File: src/rtl/keypad_pkg.sv
// Shared types and helpers for the 4x4 keypad scanner: scan-result encodings,
// key index mapping and the event record handed to the voice/mode logic.
package keypad_pkg;

    // Bit 4 set marks a non-index result; bits 3:0 carry the switch index otherwise.
    typedef logic [4:0] key_t;

    localparam key_t       KEY_NONE     = 5'h10;
    localparam key_t       KEY_INVALID  = 5'h11;
    localparam logic [3:0] MODE_IDX     = 4'd15;
    localparam logic [3:0] UNUSED_IDX_A = 4'd13;
    localparam logic [3:0] UNUSED_IDX_B = 4'd14;
    localparam logic [3:0] LAST_NOTE    = 4'd12;

    typedef struct packed {
        logic       press;
        logic [3:0] keycode;
        logic       modekey;
    } evt_t;

    function automatic logic [3:0] key_keycode(key_t k);
        if (!k[4] && k[3:0] <= LAST_NOTE) begin
            return k[3:0] + 4'd1;
        end
        return 4'd0;
    endfunction

    function automatic logic key_is_mode(key_t k);
        return k == {1'b0, MODE_IDX};
    endfunction

    function automatic logic key_present(key_t k);
        return (key_keycode(k) != 4'd0) || key_is_mode(k);
    endfunction

    function automatic evt_t make_evt(logic press, key_t k);
        evt_t e;
        e.press   = press;
        e.keycode = key_keycode(k);
        e.modekey = key_is_mode(k);
        return e;
    endfunction

    // Unused switch positions collapse to NONE so they never disturb the stable key.
    function automatic key_t scan_to_key(logic [15:0] bits);
        int         ones = 0;
        logic [3:0] idx  = 4'd0;
        for (int i = 0; i < 16; i++) begin
            if (bits[i]) begin
                ones++;
                idx = 4'(i);
            end
        end
        if (ones == 0) return KEY_NONE;
        if (ones > 1) return KEY_INVALID;
        if (idx == UNUSED_IDX_A || idx == UNUSED_IDX_B) return KEY_NONE;
        return {1'b0, idx};
    endfunction

endpackage

File: src/rtl/keypad_scanner_if.sv
// Press/release event channel from the keypad scanner to the voice/mode logic.
interface keypad_scanner_if;

    logic       evt_valid;
    logic       evt_ready;
    logic       evt_press;
    logic [3:0] evt_keycode;
    logic       evt_modekey;

    modport master (
        output evt_valid,
        output evt_press,
        output evt_keycode,
        output evt_modekey,
        input  evt_ready
    );

    modport slave (
        input  evt_valid,
        input  evt_press,
        input  evt_keycode,
        input  evt_modekey,
        output evt_ready
    );

endinterface

File: src/rtl/keypad_debounce.sv
// Debounces full-scan results into a stable key state and flags each accepted
// change for exactly one cycle, alongside the state being left and entered.
module keypad_debounce
    import keypad_pkg::*;
#(
    parameter int DEBOUNCE_SCANS = 4
) (
    input  logic clk,
    input  logic reset,
    input  logic i_scan_end,
    input  key_t i_result,
    output logic o_change,
    output key_t o_old,
    output key_t o_new,
    output key_t o_stable
);

    localparam logic [3:0] MATCH_TARGET = 4'(DEBOUNCE_SCANS);

    key_t       r_prev;
    key_t       r_stable;
    logic [3:0] r_count;
    logic [3:0] w_count_next;
    logic       w_valid;

    // NOTE: every variable in a combinational block gets a default first, so no path can infer a latch.
    always_comb begin
        w_valid      = (i_result != KEY_INVALID);
        w_count_next = r_count;
        if (!w_valid) begin
            w_count_next = 4'd0;
        end else if (i_result == r_prev) begin
            w_count_next = (r_count == 4'hF) ? r_count : r_count + 4'd1;
        end else begin
            w_count_next = 4'd1;
        end
    end

    // The change strobe is combinational so the event can be queued on the scan-end edge itself.
    assign o_change = i_scan_end && w_valid && (w_count_next == MATCH_TARGET)
                      && (i_result != r_stable);
    assign o_old    = r_stable;
    assign o_new    = i_result;
    assign o_stable = r_stable;

    // NOTE: clocked state uses non-blocking assignments so every flop samples pre-edge values.
    always_ff @(posedge clk) begin
        if (reset) begin
            r_prev   <= KEY_NONE;
            r_stable <= KEY_NONE;
            r_count  <= 4'd0;
        end else if (i_scan_end) begin
            r_prev  <= i_result;
            r_count <= w_count_next;
            if (o_change) begin
                r_stable <= i_result;
            end
        end
    end

endmodule

File: src/rtl/keypad_scanner.sv
// 4x4 matrix keypad scan controller: column sequencer, row synchronizer, scan
// evaluation, debounce and a two-entry press/release event FIFO.
module keypad_scanner
    import keypad_pkg::*;
#(
    parameter int SCAN_DIV       = 1000,
    parameter int DEBOUNCE_SCANS = 4
) (
    input  logic             clk,
    input  logic             reset,
    input  logic [3:0]       row_in,
    output logic [3:0]       col_out,
    keypad_scanner_if.master evt,
    output logic [3:0]       held_keycode,
    output logic             held_modekey,
    output logic             overflow
);

    localparam logic [15:0] DIV_LAST = 16'(SCAN_DIV - 1);

    logic [3:0]  r_row_meta;
    logic [3:0]  r_row_sync;
    logic [15:0] r_div;
    logic [1:0]  r_col;
    logic [15:0] r_scan;
    logic [15:0] w_scan_now;
    logic        w_col_end;
    logic        w_scan_end;
    key_t        w_result;

    always_ff @(posedge clk) begin
        if (reset) begin
            r_row_meta <= 4'd0;
            r_row_sync <= 4'd0;
        end else begin
            r_row_meta <= row_in;
            r_row_sync <= r_row_meta;
        end
    end

    assign w_col_end  = (r_div == DIV_LAST);
    assign w_scan_end = w_col_end && (r_col == 2'd3);
    assign col_out    = 4'b1000 >> r_col;

    always_ff @(posedge clk) begin
        if (reset) begin
            r_div <= 16'd0;
            r_col <= 2'd0;
        end else if (w_col_end) begin
            r_div <= 16'd0;
            r_col <= r_col + 2'd1;
        end else begin
            r_div <= r_div + 16'd1;
        end
    end

    // Row pin1 sits on row_in[3]; switch (r, c) lands at bit 4r+c of the scan map.
    always_comb begin
        w_scan_now = r_scan;
        for (int r = 0; r < 4; r++) begin
            w_scan_now[{2'(r), r_col}] = r_row_sync[3 - r];
        end
    end

    always_ff @(posedge clk) begin
        if (reset) begin
            r_scan <= 16'd0;
        end else if (w_col_end) begin
            r_scan <= w_scan_now;
        end
    end

    assign w_result = scan_to_key(w_scan_now);

    logic w_change;
    key_t w_old;
    key_t w_new;
    key_t w_stable;

    keypad_debounce #(
        .DEBOUNCE_SCANS(DEBOUNCE_SCANS)
    ) u_debounce (
        .clk       (clk),
        .reset     (reset),
        .i_scan_end(w_scan_end),
        .i_result  (w_result),
        .o_change  (w_change),
        .o_old     (w_old),
        .o_new     (w_new),
        .o_stable  (w_stable)
    );

    assign held_keycode = key_keycode(w_stable);
    assign held_modekey = key_is_mode(w_stable);

    // A direct A->B change queues the release now and parks the press for the next cycle.
    logic r_pend_valid;
    evt_t r_pend;
    logic w_push;
    evt_t w_push_evt;

    always_comb begin
        w_push     = 1'b0;
        w_push_evt = '0;
        if (r_pend_valid) begin
            w_push     = 1'b1;
            w_push_evt = r_pend;
        end else if (w_change) begin
            if (key_present(w_old)) begin
                w_push     = 1'b1;
                w_push_evt = make_evt(1'b0, w_old);
            end else if (key_present(w_new)) begin
                w_push     = 1'b1;
                w_push_evt = make_evt(1'b1, w_new);
            end
        end
    end

    always_ff @(posedge clk) begin
        if (reset) begin
            r_pend_valid <= 1'b0;
            r_pend       <= '0;
        end else begin
            r_pend_valid <= w_change && key_present(w_old) && key_present(w_new);
            r_pend       <= make_evt(1'b1, w_new);
        end
    end

    evt_t       r_mem [2];
    logic       r_rd_ptr;
    logic       r_wr_ptr;
    logic [1:0] r_count;
    logic       r_overflow;
    logic       w_pop;
    logic       w_full;
    logic       w_accept;
    evt_t       w_head;

    assign evt.evt_valid = (r_count != 2'd0);
    assign w_pop         = evt.evt_valid && evt.evt_ready;
    assign w_full        = (r_count == 2'd2);
    assign w_accept      = w_push && (!w_full || w_pop);

    // NOTE: FIFO storage carries no reset; an entry is only observed while the count says it is valid.
    always_ff @(posedge clk) begin
        if (w_accept) begin
            r_mem[r_wr_ptr] <= w_push_evt;
        end
    end

    always_ff @(posedge clk) begin
        if (reset) begin
            r_rd_ptr   <= 1'b0;
            r_wr_ptr   <= 1'b0;
            r_count    <= 2'd0;
            r_overflow <= 1'b0;
        end else begin
            if (w_accept) r_wr_ptr <= ~r_wr_ptr;
            if (w_pop) r_rd_ptr <= ~r_rd_ptr;
            r_count <= r_count + {1'b0, w_accept} - {1'b0, w_pop};
            if (w_push && !w_accept) r_overflow <= 1'b1;
        end
    end

    assign w_head          = r_mem[r_rd_ptr];
    assign evt.evt_press   = evt.evt_valid && w_head.press;
    assign evt.evt_keycode = evt.evt_valid ? w_head.keycode : 4'd0;
    assign evt.evt_modekey = evt.evt_valid && w_head.modekey;
    assign overflow        = r_overflow;

endmodule

File: src/flat_wrapper.sv
// flat-port wrapper written by rule: the top's interface ports become plain ports
module keypad_scanner_flat import keypad_pkg::*;
#(
    parameter int SCAN_DIV       = 1000,
    parameter int DEBOUNCE_SCANS = 4
)
  (clk, reset, row_in, col_out, held_keycode, held_modekey, overflow, evt_evt_valid, evt_evt_press, evt_evt_keycode, evt_evt_modekey, evt_evt_ready);
  keypad_scanner_if evt_i ();
  input  logic clk;
  input  logic reset;
  input  logic [3:0] row_in;
  output logic [3:0] col_out;
  output logic [3:0] held_keycode;
  output logic held_modekey;
  output logic overflow;
  output wire logic [$bits(evt_i.evt_valid)-1:0] evt_evt_valid;
  output wire logic [$bits(evt_i.evt_press)-1:0] evt_evt_press;
  output wire logic [$bits(evt_i.evt_keycode)-1:0] evt_evt_keycode;
  output wire logic [$bits(evt_i.evt_modekey)-1:0] evt_evt_modekey;
  input wire logic [$bits(evt_i.evt_ready)-1:0] evt_evt_ready;
  assign evt_evt_valid = evt_i.evt_valid;
  assign evt_evt_press = evt_i.evt_press;
  assign evt_evt_keycode = evt_i.evt_keycode;
  assign evt_evt_modekey = evt_i.evt_modekey;
  assign evt_i.evt_ready = evt_evt_ready;
  keypad_scanner #(.SCAN_DIV(SCAN_DIV), .DEBOUNCE_SCANS(DEBOUNCE_SCANS)) u_core (.clk(clk), .reset(reset), .row_in(row_in), .col_out(col_out), .evt(evt_i), .held_keycode(held_keycode), .held_modekey(held_modekey), .overflow(overflow));
endmodule
File: config.mk
export PLATFORM = sky130hd
export DESIGN_NAME = keypad_scanner_flat
export DESIGN_NICKNAME = d
export VERILOG_FILES = /design/src/rtl/keypad_pkg.sv /design/src/rtl/keypad_scanner_if.sv /design/src/rtl/keypad_debounce.sv /design/src/rtl/keypad_scanner.sv /design/src/flat_wrapper.sv
export SDC_FILE = /design/constraint.sdc
export NUM_CORES = 1
export LEC_CHECK = 0
export ABC_AREA = 1
export ABC_CLOCK_PERIOD_IN_PS = 14100
export CAP_MARGIN = 20
export CORE_MARGIN = 1
export CORE_UTILIZATION = 55
export DETAILED_ROUTE_END_ITERATION = 6
export GPL_TIMING_DRIVEN = 1
export MAX_ROUTING_LAYER = met4
export PLACE_DENSITY_LB_ADDON = 0.15
export SKIP_CTS_REPAIR_TIMING = 1
export SYNTH_ARGS = -nofsm -noshare
export SYNTH_HDL_FRONTEND = slang
export SYNTH_SLANG_ARGS = --single-unit
File: constraint.sdc
create_clock -name clk -period 14.1 [get_ports clk]
set_clock_uncertainty 0.15 [all_clocks]
set_input_delay 4.23 -clock clk [delete_from_list [all_inputs] [get_ports clk]]
set_output_delay 4.23 -clock clk [all_outputs]
set_load 0.02 [all_outputs]
# Yosys cells after proc, flatten, opt, wreduce, memory -nomap -nowiden

Memory sizes are Yosys's and may differ from the RTL's. A register that Yosys moved wholly into a read port is not among the register bits.
Index checks and enable logic that the tools add are counted.

Bits in registers: 68
Bits of input ports: 7
Bits in writable memories: 12
Memories: 1
Latch bits: 0
Word-level logic and storage cells: 204
Bits in read-only memories: 0

Order comparisons: 11
Reduce and logical (&&, ||, !) cells: 35
Shift operators: 1
Equality and inequality tests: 12
Div/mod/pow operators: 0
$mul: 0
Bitwise gates (word level): 2
Multiplexer cells: 104
Add/subtract/negate cells: 22

Memories:

| memory       | depth | width | rd ports | clocked after Yosys merged registers in | write ports | RTL line              | RTL |
|---|---|---|---|---|---|---|---|
| u_core.r_mem | 2     | 6     | 1        | 1                                       | 1           | keypad_scanner.sv:129 | `evt_t r_mem [2];` |

Operator list:

| cell                                                                         | number |
|---|---|
| 32-bit two-way mux                                                           | 15 |
| 32-bit by 2-bit adder with 32-bit output, second input constant              | 14 |
| 4-bit two-way mux                                                            | 28 |
| 16-bit bitwise mux                                                           | 4 |
| 1-bit two-way mux                                                            | 36 |
| 32-bit by 2-bit > comparator with 1-bit output, second input constant        | 1 |
| 32-bit logical NOT                                                           | 1 |
| 5-bit two-way mux                                                            | 6 |
| 6-bit two-way mux                                                            | 5 |
| 1-bit logical AND                                                            | 17 |
| 16-bit by 1-bit adder with 16-bit output, second input constant              | 1 |
| 16-bit by 10-bit equality test with 1-bit output, second input constant      | 1 |
| 4-bit nonzero test                                                           | 4 |
| 4-bit by 1-bit adder with 4-bit output, second input constant                | 3 |
| 4-bit equality test, second input constant                                   | 3 |
| 3-bit two-way mux                                                            | 4 |
| 5-bit by 4-bit equality test with 1-bit output, second input constant        | 2 |
| 4-bit by 5-bit less-than comparator with 1-bit output, second input constant | 2 |
| 1-bit demux with 2-bit select                                                | 4 |
| 4-bit by 1-bit >= comparator with 1-bit output, second input constant        | 2 |
| 4-bit <= comparator, second input constant                                   | 2 |
| 1-bit logical OR                                                             | 6 |
| 5-bit equality test                                                          | 1 |
| 2-bit by 5-bit less-than comparator with 1-bit output, second input constant | 1 |
| other kinds (18)                                                             | 24 |

# Depth between registers and ports, before layout

Gate-level depths: netlist (run 1).

Depth in word-level cells: 78
Gate-level depth with buffers: 76
Mapped depth without buffers: 75

# Cells and area by module

From an unflattened synthesis (run 1), not the netlist that was laid out.

Cell total of the unflattened synthesis: 1000
Area total of the unflattened synthesis: 6668.9 µm²

Modules (own cells, without submodules):

| module          | seq. area each (µm²) | area each (µm²) | cells each | times used |
|---|---|---|---|---|
| keypad_scanner  | 1461.4               | 5701.7          | 861        | 1 |
| keypad_debounce | 280.3                | 967.2           | 139        | 1 |

# Worst setup path before layout (run 1)

OpenSTA, ideal clock, no wires.

Kind: register to register
Start point: register u_core.r_col[0]
End point: memory u_core.r_mem[0][0] in the netlist's numbering (enable)
Stages on the path, launching flop included: 71
Path slack: 3592 ps
Required time: 13600 ps
Clock period less this slack: 10508 ps
Setup time: 350 ps
Data arrival time: 10008 ps
Buffers on the path: 1
Path through: dfxtp_1 > inv_1 > ha_1 > buf_4 > inv_2 > nand2_1 > nand2_1 > ha_1 > inv_1 > nand3_2 > nand2_2 > nor2_2 > nand2_1 > nand3_2 > ha_1 > nand2_1 > nand2_1 > ha_1 > [35 not listed] > nand2_1 > o21ai_1 > nor2_1 > nand3_1 > a21oi_4 > nand2_4 > a21oi_4 > ha_1 > nor2_1 > nor2_2 > inv_1 > nor2_1 > nor2_1 > nand3_1 > nand4_1 > nand2_2 > nand2_1 > nor2_1

Cells in the longest elaborated chain, start to end: 64

RTL lines:

| item                                                                                                                                                 | RTL line              | RTL |
|---|---|---|
| start: declaration                                                                                                                                   | keypad_scanner.sv:24  | `logic [1:0] r_col;` |
| start signal: assignment                                                                                                                             | keypad_scanner.sv:51  | `r_col <= r_col + 2'd1;` |
| 2-bit by 5-bit less-than comparator with 1-bit output (not written as such) / 2-bit by 1-bit >= comparator with 1-bit output (equally long branches) | keypad_scanner.sv:61  | `w_scan_now[{2'(r), r_col}] = r_row_sync[3 - r];` |
| 1-bit logical AND (not written as such)                                                                                                              | keypad_scanner.sv:61  |  |
| 1-bit two-way mux (not written as such)                                                                                                              | keypad_scanner.sv:61  |  |
| 1-bit demux with 2-bit select                                                                                                                        | -                     |  |
| 16-bit bitwise mux (4 in series)                                                                                                                     | keypad_scanner.sv:61  |  |
| 1-bit two-way mux                                                                                                                                    | keypad_pkg.sv:49      | `if (bits[i]) begin` |
| 1-bit by 1-bit adder with 2-bit output                                                                                                               | keypad_pkg.sv:50      | `ones++;` |
| 32-bit two-way mux                                                                                                                                   | keypad_pkg.sv:49      |  |
| [45 not listed]                                                                                                                                      | -                     |  |
| 1-bit logical OR                                                                                                                                     | keypad_pkg.sv:33      | `return (key_keycode(k) != 4'd0) \|\| key_is_mode(k);` |
| 1-bit two-way mux                                                                                                                                    | keypad_scanner.sv:112 | `end else if (key_present(w_new)) begin` |
| 1-bit two-way mux                                                                                                                                    | keypad_scanner.sv:109 | `if (key_present(w_old)) begin` |
| 1-bit two-way mux (*)                                                                                                                                | keypad_scanner.sv:108 | `end else if (w_change) begin` |
| 1-bit two-way mux (*)                                                                                                                                | keypad_scanner.sv:105 | `if (r_pend_valid) begin` |
| 1-bit logical AND (*)                                                                                                                                | keypad_scanner.sv:142 | `assign w_accept = w_push && (!w_full \|\| w_pop);` |
| 1-bit two-way mux (*)                                                                                                                                | keypad_scanner.sv:146 | `if (w_accept) begin` |
| 1-bit two-way mux (not written as such) (*)                                                                                                          | keypad_scanner.sv:147 | `r_mem[r_wr_ptr] <= w_push_evt;` |
| end: declaration                                                                                                                                     | keypad_scanner.sv:129 |  |

Every way passes the cells marked *; elsewhere a longest branch is shown, timed or not. The select of a mux whose other input is x is not followed.

# Worst setup path in the final report (run 1)

Ends and elaborated chain as after synthesis.

==> reports/qor.yml, run 1 <==
status: "finished, final reports clean"
mostFrequentLayoutCells: "nand2_1, inv_1, nor2_1"
clkSlewWorstSetupHoldPaths_ns: 0.06
clock_path_buffers: 2
hpwlAfterDp_mm: 10.0
synth-seq-cells: 81
grt_max_degree: 34
power_frac_seq_pct: 43.1
clock_latency_ns: 0.33
cts-root-buf: "clkbuf_16"
regArea_um2: 1740
path_depth: 69
std_cell_rows: 38
diodes: 0
vdd_drop_max_mv: 0.0970
drtIter0Drc: 340
hold_class: "flip-flop to flip-flop"
arrival_ns: 11.21
crit_slowest_cell: "ha_1"
crit_start: "u_core.r_col[0]"
power.density_nw_per_um2: 80.0
grt_use_total_pct: 24.7
nNetsFinal: 1032
gp_congestion: 0.852
timing.final.crit_share_pct: 80.7
synth-seq-area-share_pct: 27.6
drtPass1Iterations: 5
die_y_um: 109
io-pin-count: 24
crit_buf_inv: 8
crit_path_end_kind: "flip-flop"
avgViaCountPerCell: 5.07
place_ws_ns: 2.73
clkPwrFrac_pct: 44.6
multi_input_area_um2: 3930
yosysUniqueCellTypes: 46
synth-edff-count: 12
grt_pass1_wl_mm: 23.2
core_um2: 11000
wl_mm: 12.9
portBuffers: 23
ys_warn_count: 0
switching_share_pct: 25.1
r2r_slack_ns: 2.72
cts_made_buffers: 9
syn_nets: 1011
reg2reg_depth: 69
drv_slew: 0
fillers: 1064
min_period_ns: 11.38
setup_tns_ns: 0
dieArea_um2: 11900
drive_gt1_share_pct: 15.2
detail-route-antenna-nets: 0
first_global_vias: 5465
syn-cell-area_um2: 6310
relSlewSlack_pct: 41.9
crit_family: "simple AND/OR/NAND/NOR gates"
setup_violations: 0
synth-main-ff-cell: "dfxtp_1"
p_leak_nw: 3.25
synth_area_per_cell_um2: 6.46
num_vias: 5791
antenna_found_initial: 0
grt_remaining_overflow: 0
crit_top_cell: "nand2_1"
rr_startpoint: "u_core.r_col[0]"
power_frac_comb_pct: 12.3
cts_tree: "done"
r2r-end: "u_core.r_mem[0][0]"
hold_path_startpoint: "u_core.r_row_meta[0]"
clock_sinks: 81
async_flop_share_pct: 0
start_kind: "flip-flop"
area_growth_pct: 10.5
hold_viol: 0
post_synth_inst_count: 977
layout.cells.most_common: "nand2_1"
worst_slew_pin_slew_ns: 0.869
cp_max_fo: 10
internal_power_w: 0.000418
wl_per_cell_um: 11.3
crit_end: "u_core.r_mem[0][0]"
worstSetupPathType: "flip-flop to flip-flop"
rsz0062_at_grt: "no"
power.switching_w: 0.000140
clock.fmax_mhz: 87.9
slowest_delay_ns: 0.39
whs_ns: 0.247
die_x_um: 109
cts.htree.levels: 3
start_util_pct: 57.2
drcViolationCount: 0
drv_cap: 0
required_ns: 13.93
layout_setup_ws_ns: 2.72
==> tightest hold or removal path, stage by stage (launching register included) <==
cell and delay (ns):
dfxtp_1 0.29, inv_1 0.04, nor2_1 0.03
==> power groups by stage <==
stage,clock network (W),registers (W),logic [W]
floorplan,0,0.000244,0.0000494
global placement,0,0.000245,0.0000676
detailed placement,0,0.000245,0.0000684
CTS,0.000254,0.000240,0.0000691
global route,0.000262,0.000241,0.0000779
finish,0.000249,0.000240,0.0000685
==> final cells by class <==
cell class	count	area share (%)
multi-input combinational	732	56.3
sequential	81	25.0
inverter	149	8.09
timing repair buffer	25	3.52
clock buffer	10	3.28
tap	140	2.51
clock inverter	6	1.31
==> cells in the mapped netlist (all sizes together) (2+ instances only) <==
master / instances / share of area (%)
a211oi: 12 / 1.4
a21oi: 46 / 4.0
a31oi: 5 / 0.50
buf: 5 / 0.67
clkbuf: 10 / 0.59
dfxtp: 69 / 22
edfxtp: 12 / 5.7
ha: 27 / 5.4
inv: 148 / 8.9
nand2: 276 / 19
nand3: 99 / 10
nand3b: 4 / 0.54
nand4: 21 / 2.3
nor2: 137 / 8.9
nor3: 12 / 1.1
nor3b: 3 / 0.36
nor4: 3 / 0.30
o211ai: 2 / 0.24
o21a: 2 / 0.24
o21ai: 62 / 5.2
or2: 9 / 0.89
xor2: 6 / 0.83
==> routing by layer <==
metal  vias up  GRT usage [%]  part of all wire (%)  wire (um)
met1      2522           30.6                    51       6560
met3         9           3.59                   2.3        295
met5         -              -                     0          0
met4         0           7.82                   1.1        140
li1       3198              -                     -          -
met2        62           41.1                    46       5920
==> flip-flops by register name, summed over array words and instances, names as in the netlist, 4 cells and up, named ones only <==
register and cells:
u_core.r_pend 6, u_core.u_debounce.r_prev 5, u_core.r_mem 12, u_core.r_row_meta 4, u_core.r_div 16, u_core.r_scan 16, u_core.r_row_sync 4, u_core.u_debounce.o_old 5
u_core.u_debounce.r_count 4
==> worst min-delay path by stage <==
stage	endpoint	slack [ns]	cells past startpoint
after global routing	u_core.r_row_sync[0]	0.27	2
after floorplan	u_core.r_row_sync[0]	0.24	2
after detailed placement	u_core.r_row_sync[1]	0.24	2
after global placement	u_core.r_row_sync[0]	0.24	2
final	u_core.r_row_sync[0]	0.25	2
after CTS	u_core.r_row_sync[0]	0.25	2
==> kinds of logic (layout without fill, tap and decap cells) <==
family	count (synthesis)	after routing	share of synthesized area [%]
xor gates and xnor gates	7	7	0.971
buffers and inverters	164	190	10.2
adders and majority gates	27	27	5.35
DFF	81	81	27.6
AOI/OAI and AO/OA	131	131	11.9
muxes	1	1	0.178
and+or+nand+nor	566	566	43.8
==> metrics by stage <==
stage	util (%)	std cells	total power (W)	cell area (um2)
2_1_floorplan	-	977	0.000294	6310
4_1_cts	63.2	1143	0.000563	6970
3_3_place_gp	60.3	1127	0.000313	6650
5_1_grt	63.2	1143	0.000581	6970
3_5_place_dp	60.3	1127	0.000314	6650
6_report	63.2	1143	0.000558	6970
Power figures use the tool's default switching activity.
==> run 2: changes to the inputs <==
- ABC_CLOCK_PERIOD_IN_PS: 14100 -> 10000
- clock period: 14.1 -> 10 ns (I/O delays scaled with it)
==> run 2 against run 1 <==
Total power rose by 39%. Fmax is 20% higher. Highest routed layer unchanged. Non-clock buffer count grew 33. Critical endpoint is now u_core.r_count[1]. Via count is 4.2% higher. Register-to-register slack lost 2.2 ns. Sequential share of layout area shrank 1.6 points. Critical path depth grew 4. Global-route usage is 0.64 points lower. Worst setup slack worse by 2.2 ns. Combinational power grew 71%.
==> reports/qor.yml, run 2 (synthesized netlist as in run 1, its figures left out) <==
fin_total_pwr_w: 0.000775
portBuffers: 23
std_cell_rows: 38
worstSetupPathType: "flip-flop to flip-flop"
area_growth_pct: 18.8
vdd_drop_max_mv: 0.138
hold_viol: 0
hold_class: "flip-flop to flip-flop"
switching_share_pct: 26.0
crit_top_cell: "nand2_2"
clock_latency_ns: 0.33
drtPass1Iterations: 5
gp_congestion: 0.866
antenna_found_initial: 0
detail-route-antenna-nets: 0
num_vias: 6034
core_um2: 11000
arrival_ns: 9.55
die_x_um: 109
cts_made_buffers: 9
grt-busiest-layer: "met2"
diodes: 0
clkPwrFrac_pct: 41.3
regArea_um2: 1750
fillers: 978
mostFrequentLayoutCells: "nand2_1, inv_1, nor2_1"
internal_power_w: 0.000574
crit_slowest_cell: "dfxtp_4"
io-pin-count: 24
slowest_delay_ns: 0.36
required_ns: 10.07
die_y_um: 109
start_kind: "flip-flop"
drive_gt1_share_pct: 22.8
top_regs: "u_core.r_div x16, u_core.r_scan x16, u_core.r_mem x12"
grt_use_met1_pct: 31.4
dieArea_um2: 11900
layout.cells.most_common: "nand2_1"
drv_cap: 0
multi_input_area_um2: 4210
start_util_pct: 57.2
power_frac_seq_pct: 43.6
min_period_ns: 9.48
timing.final.crit_share_pct: 94.8
setup_tns_ns: 0
hpwlAfterDp_mm: 10.3
drv_slew: 0
clock.fmax_mhz: 106
clock_path_buffers: 2
wl_mm: 13.6
crit_path_end_kind: "flip-flop"
grt_max_degree: 34
cts-root-buf: "clkbuf_16"
grt_remaining_overflow: 0
place_area_um2: 6930
relSlewSlack_pct: 39.7
clock_sinks: 81
worst_slew_pin_slew_ns: 0.902
postLayoutCoreUtil_pct: 68.0
groute.layer.met2.usage_pct: 38.5
avgViaCountPerCell: 5.13
use_met3_pct: 3.17
first_global_vias: 5228
status: "finished, final reports clean"
grt_use_total_pct: 24.0
drcViolationCount: 0
cts_tree: "done"
clkSlewWorstSetupHoldPaths_ns: 0.06
drtIter0Drc: 391
wl_per_cell_um: 11.5
power_frac_comb_pct: 15.1
nNetsFinal: 1065
p_leak_nw: 3.39
setup_violations: 0
cts.htree.levels: 3
cp_max_fo: 4
power.switching_w: 0.000201
whs_ns: 0.251
grt_pass1_wl_mm: 22.6
fin_area_um2: 7500
power.density_nw_per_um2: 103
run 2: cell types whose count changed in the layout (fill, tap and decap cells not counted), sizes merged:
cell / change
buf: +33
bufinv: -1
clkbuf: +1
clkinv: +2
clkinvlp: -2
run 2: through the flow:
stage | instances | setup slack [ns]
after floorplan | 977 | 0.0460
after global placement | 1151 | 0.0410
after detailed placement | 1151 | -0.244
after CTS | 1167 | -0.291
after global routing | 1176 | -0.103
final | 1176 | 0.523
run 2: final cells by class:
class | count | area share, %
tap | 140 | 2.34
multi-input combinational | 732 | 56.2
sequential | 81 | 23.3
clock inverter | 5 | 0.751
timing repair buffer | 58 | 6.68
clock buffer | 11 | 3.10
inverter | 149 | 7.59
run 2: worst paths after layout:
check                        from                    to  slack [ns]  depth (start not counted)
min          u_core.r_row_meta[1]  u_core.r_row_sync[1]        0.25                          2
min reg2reg  u_core.r_row_meta[1]  u_core.r_row_sync[1]        0.25                          2
max reg2reg       u_core.r_col[0]     u_core.r_count[1]        0.52                         73
max               u_core.r_col[0]     u_core.r_count[1]        0.52                         73
run 2: critical path, delay by kind of cell, from the launching register on:
family          cells  cell delay (ns)
compound gates      6             0.78
flops               1             0.36
simple gates       39             3.52
xor+xnor            1             0.14
buf+inv            12             0.93
fa+ha+maj          15             3.47
run 2: per-layer routing:
metal	vias up	share of wire (%)
li1	3269	-
met3	15	2.9
met4	0	1.4
met5	-	0
met1	2661	49
met2	89	47
run 2: power by group through the flow:
stage	Sequential [W]	Combinational [W]	Clock, W
after CTS	0.000339	0.000103	0.000325
after global placement	0.000346	0.000101	0
after detailed placement	0.000346	0.000102	0
after global routing	0.000339	0.000130	0.000337
final	0.000338	0.000117	0.000320
after floorplan	0.000345	0.0000713	0
==> run 3: changes to the inputs <==
--- a/config.mk
+++ b/config.mk
@@ -12,2 +12,3 @@
 export CORE_UTILIZATION = 55
+export CTS_CLUSTER_SIZE = 16
 export DETAILED_ROUTE_END_ITERATION = 6
@@ -16,2 +17,3 @@
 export PLACE_DENSITY_LB_ADDON = 0.15
+export RECOVER_POWER = 100
 export SKIP_CTS_REPAIR_TIMING = 1
--- a/constraint.sdc
+++ b/constraint.sdc
@@ -4,2 +4,2 @@
 set_output_delay 3 -clock clk [all_outputs]
-set_load 0.02 [all_outputs]
+set_load 0.05 [all_outputs]
==> run 3 against run 2 <==
Via count is 1.6% higher. Worst setup slack gained 0.0049 ns. Sequential cell count did not move. Sequential share of layout area shrank 0.47 points. Clock power is 2% higher. Highest routed layer unchanged.
==> reports/qor.yml, run 3 (synthesized netlist as in run 1, its figures left out) <==
fin_cells: 1180
reg2reg_depth: 68
grt_pass1_wl_mm: 22.8
clock_sinks: 81
dp_cells: 1147
worstSetupPathType: "flip-flop to flip-flop"
clock_path_buffers: 2
setup_tns_ns: 0
diodes: 0
setup_violations: 0
detail-route-antenna-nets: 0
wl_per_cell_um: 11.9
grt_max_degree: 34
mostFrequentLayoutCells: "nand2_1, inv_1, nor2_1"
clkPwrFrac_pct: 41.1
drv_cap: 0
drv_slew: 0
arrival_ns: 9.34
min_period_ns: 9.47
dieArea_um2: 11900
fin_area_um2: 7640
power.density_nw_per_um2: 104
whs_ns: 0.247
die_x_um: 109
cts.htree.levels: 3
core_um2: 11000
start_kind: "flip-flop"
avgViaCountPerCell: 5.19
first_global_vias: 5375
switching_share_pct: 28.0
clock_latency_ns: 0.34
r2r-end: "u_core.r_mem[1][2]"
layout.cells.most_common: "nand2_1"
whs_path_depth: 2
cts_tree: "done"
p_leak_nw: 3.50
hold_path_startpoint: "u_core.r_row_meta[2]"
std_cell_rows: 38
power_frac_comb_pct: 16.6
antenna_found_initial: 0
gp_congestion: 0.846
die_y_um: 109
num_vias: 6130
drive_gt1_share_pct: 24.1
holdPathEnd: "u_core.r_row_sync[2]"
grt_remaining_overflow: 0
power_frac_seq_pct: 42.4
place_area_um2: 6910
clock.fmax_mhz: 106
grt_use_total_pct: 24.0
cp_max_fo: 6
drtPass1Iterations: 7
crit_top_cell: "nand2_2"
top_regs: "u_core.r_div x16, u_core.r_scan x16, u_core.r_mem x12"
cts_made_buffers: 9
nNetsFinal: 1069
relSlewSlack_pct: 1.55
postLayoutCoreUtil_pct: 69.3
power.switching_w: 0.000223
hold_viol: 0
status: "finished, final reports clean"
rr_startpoint: "u_core.r_col[0]"
hpwlAfterDp_mm: 10.2
clkSlewWorstSetupHoldPaths_ns: 0.06
timing.final.crit_share_pct: 94.7
worst_slew_pin_slew_ns: 1.48
io-pin-count: 24
crit_slowest_cell: "dfxtp_4"
portBuffers: 23
drtIter0Drc: 315
hold_class: "flip-flop to flip-flop"
start_util_pct: 57.2
cts-root-buf: "clkbuf_16"
r2r_slack_ns: 0.53
vdd_drop_max_mv: 0.126
drcViolationCount: 0
area_growth_pct: 21.1
required_ns: 9.87
slowest_delay_ns: 0.36
internal_power_w: 0.000574
wl_mm: 14.0
crit_path_end_kind: "flip-flop"
==> run 3: power groups by stage <==
stage | Clock, W | Combinational [W] | Sequential, W
6_report | 0.000327 | 0.000132 | 0.000338
5_1_grt | 0.000344 | 0.000146 | 0.000339
4_1_cts | 0.000330 | 0.000115 | 0.000338
3_5_place_dp | 0 | 0.000114 | 0.000346
3_3_place_gp | 0 | 0.000113 | 0.000346
2_1_floorplan | 0 | 0.0000842 | 0.000345
==> run 3: per-stage QoR <==
step	worst slack, ns	total power (W)
4_1_cts	-0.250	0.000783
6_report	0.528	0.000798
5_1_grt	-0.107	0.000828
3_5_place_dp	-0.206	0.000459
2_1_floorplan	0.0313	0.000429
3_3_place_gp	0.0745	0.000458
==> run 3: worst max path at each step <==
| stage | from | endpoint | slack, ns | cells after the start |
|---|---|---|---|---|
| floorplan | u_core.r_col[1] | u_core.r_count[1] | 0.03 | 74 |
| global placement | u_core.r_col[0] | u_core.r_count[1] | 0.07 | 69 |
| detailed placement | u_core.r_col[0] | u_core.r_count[1] | -0.21 | 69 |
| CTS | u_core.r_col[0] | u_core.r_count[1] | -0.25 | 70 |
| global route | u_core.r_col[0] | u_core.r_count[1] | -0.11 | 73 |
| finish | u_core.r_col[0] | u_core.r_mem[1][2] | 0.53 | 68 |
==> run 3: worst max-delay path: cells and delay by family, from the launching register on <==
family,cells,cell delay [ns]
fa+ha+maj,15,3.62
simple gates,39,3.47
compound gates,5,0.81
buf+inv,9,0.70
flops,1,0.36
==> run 3: layout make-up <==
cell class	count	area (um2)
clock buffer	9	225
clock inverter	7	70.1
fill	955	3390
inverter	149	572
multi-input combinational	732	4330
sequential	81	1750
tap	140	175
timing repair buffer	62	527
==> run 3: layer usage <==
metal / track usage [%] / routed length (um)
met5: - / 0
met2: 39.2 / 6600
met1: 31.6 / 6980
met4: 5.21 / 119
met3: 3.23 / 290
